`config.mk`:
```
export PLATFORM = sky130hd
export DESIGN_NAME = usart_packet_manager_flat
export DESIGN_NICKNAME = d
export VERILOG_FILES = /design/src/rtl/usart_packet_manager_if.sv /design/src/rtl/usart_packet_manager.sv /design/src/flat_wrapper.sv
export SDC_FILE = /design/constraint.sdc
export NUM_CORES = 1
export LEC_CHECK = 0
export CAP_MARGIN = 20
export CELL_PAD_IN_SITES_DETAIL_PLACEMENT = 0
export CELL_PAD_IN_SITES_GLOBAL_PLACEMENT = 1
export CORE_MARGIN = 10
export CORE_UTILIZATION = 48
export DETAILED_ROUTE_END_ITERATION = 7
export PLACE_DENSITY_LB_ADDON = 0.1
export SYNTH_ARGS = -nofsm -noshare
export SYNTH_HDL_FRONTEND = slang
export SYNTH_SLANG_ARGS = --single-unit
```
`constraint.sdc`:
```
create_clock -name clk -period 2.7 [get_ports clk]
set_input_delay 0.405 -clock clk [delete_from_list [all_inputs] [get_ports clk]]
set_output_delay 0.405 -clock clk [all_outputs]
set_load 0.1 [all_outputs]
```
`src/rtl/usart_packet_manager_if.sv`:
```
// Handshake/data bundle between the packet manager and its UART and register-side neighbours.
// Latency: none (wires only).
// Backpressure: only the TX byte stream has a ready; the RX byte stream is strobe-only.
interface usart_packet_manager_if #(
  parameter int MSG_LENGTH    = 48,
  parameter int DATA_LENGTH   = 32,
  parameter int ADDRWIDTH     = 8,
  parameter int COMMAND_WIDTH = 5
);
  logic                     rx_byte_valid;
  logic [7:0]               rx_byte;
  logic                     tx_byte_valid;
  logic                     tx_byte_ready;
  logic [7:0]               tx_byte;
  logic                     send_data;
  logic [MSG_LENGTH-1:0]    tx_data;
  logic                     data_sent;
  logic                     tx_full;
  logic                     tx_overflow;
  logic                     packet_received;
  logic [COMMAND_WIDTH-1:0] command;
  logic [ADDRWIDTH-1:0]     reg_addr;
  logic [DATA_LENGTH-1:0]   rx_data;
  logic                     rx_timeout;

  // Packet manager side
  modport slave (
    input  rx_byte_valid, rx_byte, tx_byte_ready, send_data, tx_data,
    output tx_byte_valid, tx_byte, data_sent, tx_full, tx_overflow,
           packet_received, command, reg_addr, rx_data, rx_timeout
  );

  // UART / register-logic side
  modport master (
    output rx_byte_valid, rx_byte, tx_byte_ready, send_data, tx_data,
    input  tx_byte_valid, tx_byte, data_sent, tx_full, tx_overflow,
           packet_received, command, reg_addr, rx_data, rx_timeout
  );
endinterface

```
`src/rtl/usart_packet_manager.sv`:
```
// Reassembles UART bytes into fixed-length messages and serialises queued messages back to bytes, MSB first.
// Latency: decoded fields 1 cycle after the final RX byte; first TX byte 2 cycles after send_data when idle.
// Backpressure: tx_byte held while !tx_byte_ready; RX cannot stall (timeout resyncs); send_data on a full queue is dropped with tx_overflow.
module usart_packet_manager #(
  parameter int MSG_LENGTH     = 48,
  parameter int DATA_LENGTH    = 32,
  parameter int ADDRWIDTH      = 8,
  parameter int COMMAND_WIDTH  = 5,
  parameter int TX_DEPTH       = 4,
  parameter int TIMEOUT_CYCLES = 1000
) (
  input logic                   clk,
  input logic                   reset_n,
  usart_packet_manager_if.slave bus
);
  localparam int MSG_BYTES = MSG_LENGTH / 8;
  localparam int BW        = (MSG_BYTES > 1) ? $clog2(MSG_BYTES) : 1;
  localparam int TW        = $clog2(TIMEOUT_CYCLES + 1);
  localparam int PW        = $clog2(TX_DEPTH);
  localparam int CW        = $clog2(TX_DEPTH + 1);

  typedef enum logic [1:0] {S_IDLE, S_LOAD, S_SEND} state_t;

  // ---------------- RX path ----------------
  logic [MSG_LENGTH-1:0]    r_rx_shift;
  logic [MSG_LENGTH-1:0]    w_rx_next;
  logic [BW-1:0]            r_rx_cnt;
  logic [TW-1:0]            r_to_cnt;
  logic                     w_rx_last;
  logic                     w_timeout;
  logic                     r_pkt;
  logic [COMMAND_WIDTH-1:0] r_cmd;
  logic [ADDRWIDTH-1:0]     r_addr;
  logic [DATA_LENGTH-1:0]   r_data;

  assign w_rx_next = {r_rx_shift[MSG_LENGTH-9:0], bus.rx_byte};
  assign w_rx_last = (r_rx_cnt == BW'(MSG_BYTES - 1));
  // A strobe in the expiry cycle takes precedence, so the timeout is gated by it.
  assign w_timeout = (r_rx_cnt != '0) && (r_to_cnt == TW'(TIMEOUT_CYCLES - 1)) && !bus.rx_byte_valid;

  // Byte assembly, field decode on the final byte, and inter-byte timeout supervision
  always_ff @(posedge clk or negedge reset_n) begin
    if (!reset_n) begin
      r_rx_shift <= '0;
      r_rx_cnt   <= '0;
      r_to_cnt   <= '0;
      r_pkt      <= 1'b0;
      r_cmd      <= '0;
      r_addr     <= '0;
      r_data     <= '0;
    end else begin
      r_pkt <= 1'b0;
      if (bus.rx_byte_valid) begin
        r_rx_shift <= w_rx_next;
        r_to_cnt   <= '0;
        if (w_rx_last) begin
          r_rx_cnt <= '0;
          r_pkt    <= 1'b1;
          r_data   <= w_rx_next[DATA_LENGTH-1:0];
          r_addr   <= w_rx_next[DATA_LENGTH +: ADDRWIDTH];
          r_cmd    <= w_rx_next[DATA_LENGTH+ADDRWIDTH +: COMMAND_WIDTH];
        end else begin
          r_rx_cnt <= r_rx_cnt + BW'(1);
        end
      end else if (w_timeout) begin
        r_rx_cnt <= '0;
        r_to_cnt <= '0;
      end else if (r_rx_cnt != '0) begin
        r_to_cnt <= r_to_cnt + TW'(1);
      end
    end
  end

  // ---------------- TX queue ----------------
  logic [MSG_LENGTH-1:0] r_mem [TX_DEPTH];
  logic [PW-1:0]         r_wr_ptr;
  logic [PW-1:0]         r_rd_ptr;
  logic [CW-1:0]         r_count;
  logic                  w_full;
  logic                  w_push;
  logic                  w_pop;
  logic                  w_more;

  state_t                r_state;
  logic [MSG_LENGTH-1:0] r_tx_shift;
  logic [BW-1:0]         r_tx_idx;
  logic                  r_tx_vld;
  logic                  r_sent;
  logic                  w_hs;

  assign w_full = (r_count == CW'(TX_DEPTH));
  assign w_push = bus.send_data && !w_full;
  assign w_pop  = (r_state == S_LOAD);
  // Queue will hold at least one message after this cycle's write.
  assign w_more = (r_count != '0) || w_push;
  assign w_hs   = r_tx_vld && bus.tx_byte_ready;

  // Queue storage; contents are don't-care while the pointers say empty
  always_ff @(posedge clk) begin
    if (w_push) r_mem[r_wr_ptr] <= bus.tx_data;
  end

  // Queue pointers and occupancy count
  always_ff @(posedge clk or negedge reset_n) begin
    if (!reset_n) begin
      r_wr_ptr <= '0;
      r_rd_ptr <= '0;
      r_count  <= '0;
    end else begin
      if (w_push) r_wr_ptr <= r_wr_ptr + PW'(1);
      if (w_pop)  r_rd_ptr <= r_rd_ptr + PW'(1);
      case ({w_push, w_pop})
        2'b10:   r_count <= r_count + CW'(1);
        2'b01:   r_count <= r_count - CW'(1);
        default: r_count <= r_count;
      endcase
    end
  end

  // Serialiser: pop a message in LOAD, then shift out one byte per handshake
  always_ff @(posedge clk or negedge reset_n) begin
    if (!reset_n) begin
      r_state    <= S_IDLE;
      r_tx_shift <= '0;
      r_tx_idx   <= '0;
      r_tx_vld   <= 1'b0;
      r_sent     <= 1'b0;
    end else begin
      r_sent <= 1'b0;
      case (r_state)
        S_IDLE: begin
          if (w_more) r_state <= S_LOAD;
        end
        S_LOAD: begin
          r_tx_shift <= r_mem[r_rd_ptr];
          r_tx_idx   <= '0;
          r_tx_vld   <= 1'b1;
          r_state    <= S_SEND;
        end
        S_SEND: begin
          if (w_hs) begin
            r_tx_shift <= r_tx_shift << 8;
            if (r_tx_idx == BW'(MSG_BYTES - 1)) begin
              r_tx_idx <= '0;
              r_tx_vld <= 1'b0;
              r_sent   <= 1'b1;
              r_state  <= w_more ? S_LOAD : S_IDLE;
            end else begin
              r_tx_idx <= r_tx_idx + BW'(1);
            end
          end
        end
        default: r_state <= S_IDLE;
      endcase
    end
  end

  assign bus.tx_byte_valid   = r_tx_vld;
  assign bus.tx_byte         = r_tx_shift[MSG_LENGTH-1 -: 8];
  assign bus.data_sent       = r_sent;
  assign bus.tx_full         = w_full;
  assign bus.tx_overflow     = bus.send_data && w_full;
  assign bus.packet_received = r_pkt;
  assign bus.command         = r_cmd;
  assign bus.reg_addr        = r_addr;
  assign bus.rx_data         = r_data;
  assign bus.rx_timeout      = w_timeout;
endmodule

```
`src/flat_wrapper.sv`:
```
// flat-port wrapper written by rule: the top's interface ports become plain ports
module usart_packet_manager_flat 
#(
  parameter int MSG_LENGTH     = 48,
  parameter int DATA_LENGTH    = 32,
  parameter int ADDRWIDTH      = 8,
  parameter int COMMAND_WIDTH  = 5,
  parameter int TX_DEPTH       = 4,
  parameter int TIMEOUT_CYCLES = 1000
)
  (clk, reset_n, bus_rx_byte_valid, bus_rx_byte, bus_tx_byte_ready, bus_send_data, bus_tx_data, bus_tx_byte_valid, bus_tx_byte, bus_data_sent, bus_tx_full, bus_tx_overflow, bus_packet_received, bus_command, bus_reg_addr, bus_rx_data, bus_rx_timeout);
  usart_packet_manager_if #(.MSG_LENGTH(MSG_LENGTH), .DATA_LENGTH(DATA_LENGTH), .ADDRWIDTH(ADDRWIDTH), .COMMAND_WIDTH(COMMAND_WIDTH)) bus_i ();
  input logic clk;
  input logic reset_n;
  input wire logic [$bits(bus_i.rx_byte_valid)-1:0] bus_rx_byte_valid;
  input wire logic [$bits(bus_i.rx_byte)-1:0] bus_rx_byte;
  input wire logic [$bits(bus_i.tx_byte_ready)-1:0] bus_tx_byte_ready;
  input wire logic [$bits(bus_i.send_data)-1:0] bus_send_data;
  input wire logic [$bits(bus_i.tx_data)-1:0] bus_tx_data;
  output wire logic [$bits(bus_i.tx_byte_valid)-1:0] bus_tx_byte_valid;
  output wire logic [$bits(bus_i.tx_byte)-1:0] bus_tx_byte;
  output wire logic [$bits(bus_i.data_sent)-1:0] bus_data_sent;
  output wire logic [$bits(bus_i.tx_full)-1:0] bus_tx_full;
  output wire logic [$bits(bus_i.tx_overflow)-1:0] bus_tx_overflow;
  output wire logic [$bits(bus_i.packet_received)-1:0] bus_packet_received;
  output wire logic [$bits(bus_i.command)-1:0] bus_command;
  output wire logic [$bits(bus_i.reg_addr)-1:0] bus_reg_addr;
  output wire logic [$bits(bus_i.rx_data)-1:0] bus_rx_data;
  output wire logic [$bits(bus_i.rx_timeout)-1:0] bus_rx_timeout;
  assign bus_i.rx_byte_valid = bus_rx_byte_valid;
  assign bus_i.rx_byte = bus_rx_byte;
  assign bus_i.tx_byte_ready = bus_tx_byte_ready;
  assign bus_i.send_data = bus_send_data;
  assign bus_i.tx_data = bus_tx_data;
  assign bus_tx_byte_valid = bus_i.tx_byte_valid;
  assign bus_tx_byte = bus_i.tx_byte;
  assign bus_data_sent = bus_i.data_sent;
  assign bus_tx_full = bus_i.tx_full;
  assign bus_tx_overflow = bus_i.tx_overflow;
  assign bus_packet_received = bus_i.packet_received;
  assign bus_command = bus_i.command;
  assign bus_reg_addr = bus_i.reg_addr;
  assign bus_rx_data = bus_i.rx_data;
  assign bus_rx_timeout = bus_i.rx_timeout;
  usart_packet_manager #(.MSG_LENGTH(MSG_LENGTH), .DATA_LENGTH(DATA_LENGTH), .ADDRWIDTH(ADDRWIDTH), .COMMAND_WIDTH(COMMAND_WIDTH), .TX_DEPTH(TX_DEPTH), .TIMEOUT_CYCLES(TIMEOUT_CYCLES)) u_core (.clk(clk), .reset_n(reset_n), .bus(bus_i));
endmodule
```
==> results.json <==
{
  "status": "finished clean",
  "htreeDepth": 2,
  "cp.arrival_ps": 2170,
  "start_util": 0.488,
  "drtIter0Drc": 344,
  "clockBufferDepth": 3,
  "ys_ff_latch": 350,
  "port-buffer-count": 119,
  "postLayoutCoreUtil": 0.588,
  "grt_pass1_vias": 8084,
  "wirelength_mm": 28.7,
  "maxSlewViolCount": 0,
  "crit_path_start_kind": "register",
  "powerDensity_nw_per_um2": 1270,
  "setup_viol": 0,
  "rsz0062_at_grt": "no",
  "synth.avg_cell_area_sq_um": 15.0,
  "antenna_found_initial": 0,
  "dp_cells": 1405,
  "hold_viol_final": 0,
  "nets": 1137,
  "place_ws_ps": 373,
  "final_cell_area_sq_um": 16900,
  "fin_skew_ps": 9.39,
  "stdcell_count": 1478,
  "final_cell_mix": "edfxtp_1, nand2_1, dfrtp_1",
  "grt_first_pass_wirelength_mm": 46.2,
  "yosysSeqAreaShare": 0.692,
  "crit_chain": "ha_2 -> nand2_1 -> or4_4 -> nor3_4 -> buf_12",
  "worst_pin_slew_ps": 818,
  "die_area_sq_um": 36500,
  "die_h_um": 191,
  "cts-buffers-inserted": 38,
  "crit_path_max_fanout": 7,
  "worst_path_max_delay_cell": "or4_4",
  "period_share": 0.953,
  "grt_max_degree": 65,
  "syn_inst": 936,
  "path_class": "register to primary output",
  "peakVddDrop_mv": 0.600,
  "syn_to_final_growth_pct": 20.7,
  "ant_nets": 0,
  "worst_slack_ps": 128,
  "maxCapViolCount": 0,
  "cts_root_buffer": "clkbuf_16",
  "drc_errors": 0,
  "wl_per_cell_um": 19.4,
  "clock_latency_ps": 520,
  "finalSetupTns_ps": 0,
  "grt_use_total": 0.160,
  "place_area_sq_um": 15600,
  "tritoncts": "built",
  "relSlewSlack": 0.454,
  "p_leak_nw": 6.80,
  "clock-sinks": 350,
  "drt_first_pass_iters": 4,
  "fillCellCount": 2305,
  "hp-class": "input port to register",
  "via_count": 7874,
  "period_needed_ps": 2570,
  "final_common_cell": "edfxtp_1",
  "die_x_um": 191,
  "syn_area_sq_um": 14000,
  "diodes": 0,
  "io_pins": 120,
  "vias_per_cell": 5.33,
  "cpPeakStageDelay_ps": 590,
  "cp-end-kind": "primary output",
  "hpwl_mm": 18.3,
  "multi_input_area_sq_um": 4010,
  "rows": 62,
  "required_ps": 2300,
  "coreArea_sq_um": 28800,
  "ff_latch_area_sq_um": 9730,
  "fmax_mhz": 389,
  "syn-num-nets": 1008,
  "clk_pin_slew_worst_paths_ps": 60,
  "yosysWarnings": 0,
  "gp_congestion": 0.755,
  "drive_gt1_frac": 0.226,
  "gr-total-overflow": 0,
  "yosysUniqueCellTypes": 44
}
==> through the flow <==
| step | power (mW) | hold slack [ps] |
|---|---|---|
| global placement | 16.3 | 448 |
| floorplan | 14.2 | 109 |
| detailed placement | 16.4 | 450 |
| finish | 21.5 | 344 |
| CTS | 21.9 | 327 |
| global route | 22.7 | 337 |
==> where the power goes <==
part | total (mW) | internal (mW) | leakage (nW) | switching, mW
clock | 5.34 | 3.33 | 0.628 | 2.01
combinational | 8.02 | 2.70 | 2.46 | 5.32
sequential | 8.19 | 7.21 | 3.71 | 0.978
==> layer usage <==
layer  track usage  routed length (um)
met1         0.214               12700
met2         0.262               14000
met3        0.0293                1440
met4        0.0442                 522
met5             0                   0
==> timing repair <==
item                                   in CTS  in global routing
gates resized for setup                     0                  2
setup buffers                               0                  3
pin swaps                                   1                  2
hold buffers                                1                  0
endpoints found under the hold margin      59                  0
setup endpoints to repair                   1                  1
==> cells in the mapped netlist <==
library cell,n,area share
a22oi_1,26,0.014
ha_1,10,0.0089
o211ai_1,2,0.0011
nand4b_1,2,0.0012
xor2_1,4,0.0025
clkbuf_1,19,0.0051
nand2_1,188,0.050
nand4_1,5,0.0022
buf_2,23,0.0082
mux2_2,41,0.033
o311ai_0,1,0.00062
or3_1,1,0.00045
dfrtp_1,158,0.28
buf_1,6,0.0016
buf_4,9,0.0048
nor2_2,1,0.00045
nor3_1,2,0.00071
and3_1,6,0.0027
nor2b_1,1,0.00045
o221ai_1,5,0.0031
fa_1,1,0.0014
a31oi_1,2,0.00089
a22o_1,2,0.0012
o21ai_0,50,0.018
or4_1,1,0.00054
mux2i_1,37,0.026
edfxtp_1,192,0.41
or2_1,1,0.00045
nor3_2,1,0.00071
nand3b_1,2,0.0011
and2_1,6,0.0027
nand3_4,1,0.0012
nor2_1,12,0.0032
nand3_1,3,0.0011
a21oi_1,19,0.0068
xnor2_1,4,0.0025
or3b_2,1,0.00062
or4_4,1,0.00080
inv_1,7,0.0019
buf_6,1,0.00080
inv_2,2,0.00054
mux4_2,48,0.077
nor4_1,4,0.0018
a21o_1,28,0.015
==> path summary, 6_finish.rpt <==
| kind | from | to | slack, ps | cells after the start |
|---|---|---|---|---|
| setup / recovery | u_core.r_to_cnt[0] | bus_rx_timeout | 130 | 5 |
| hold / removal | bus_rx_byte_valid | u_core.r_to_cnt[6] | 340 | 3 |
| setup reg to reg | u_core.r_count[0] | u_core.r_count[2] | 680 | 9 |
| hold reg to reg | u_core.r_rx_shift[33] | u_core.bus.command[1] | 470 | 2 |
| max in group asynchronous | reset_n | u_core.r_tx_idx[1] | 1510 | 3 |
| min in group asynchronous | reset_n | u_core.bus.rx_data[8] | 450 | 2 |
==> sequential cells by signal (all words and copies together), names as in the netlist <==
name and count:
u_core.r_wr_ptr 2, u_core.bus.data_sent 1, u_core.r_mem 192, u_core.bus.command 5
u_core.bus.reg_addr 8, u_core.r_count 3, u_core.r_tx_idx 3, u_core.r_tx_shift 48
u_core.r_rx_cnt 3, u_core.r_state 2, u_core.r_rx_shift 37, u_core.r_to_cnt 10
u_core.bus.packet_received 1, u_core.bus.rx_data 32, u_core.r_rd_ptr 2, u_core.bus.tx_byte_valid 1
==> final cells by class <==
| type | count | area share |
|---|---|---|
| sequential | 350 | 0.574 |
| multi-input combinational | 519 | 0.237 |
| timing repair buffer | 147 | 0.0818 |
| clock buffer | 52 | 0.0629 |
| tap | 384 | 0.0284 |
| clock inverter | 17 | 0.0137 |
| inverter | 9 | 0.00199 |
==> critical path, delay by kind of cell, from the launching register on <==
kind | cells | cell delay (ps)
adder cells (fa/ha/maj) | 1 | 210
buffers and inverters | 1 | 200
flip-flops | 1 | 400
AND/OR/NAND/NOR | 3 | 850
==> kinds of logic (layout without fill, tap and decap cells) <==
family | after synthesis | in the layout | synth area share
AOI/OAI and AO/OA | 135 | 135 | 0.0604
adders and majority gates | 11 | 11 | 0.0103
DFF | 350 | 350 | 0.692
xor gates and xnor gates | 8 | 8 | 0.00499
and+or+nand+nor | 239 | 239 | 0.0726
buffers and inverters | 67 | 225 | 0.0229
muxes | 126 | 126 | 0.136
Note: power is estimated with default switching activity, not from simulation.
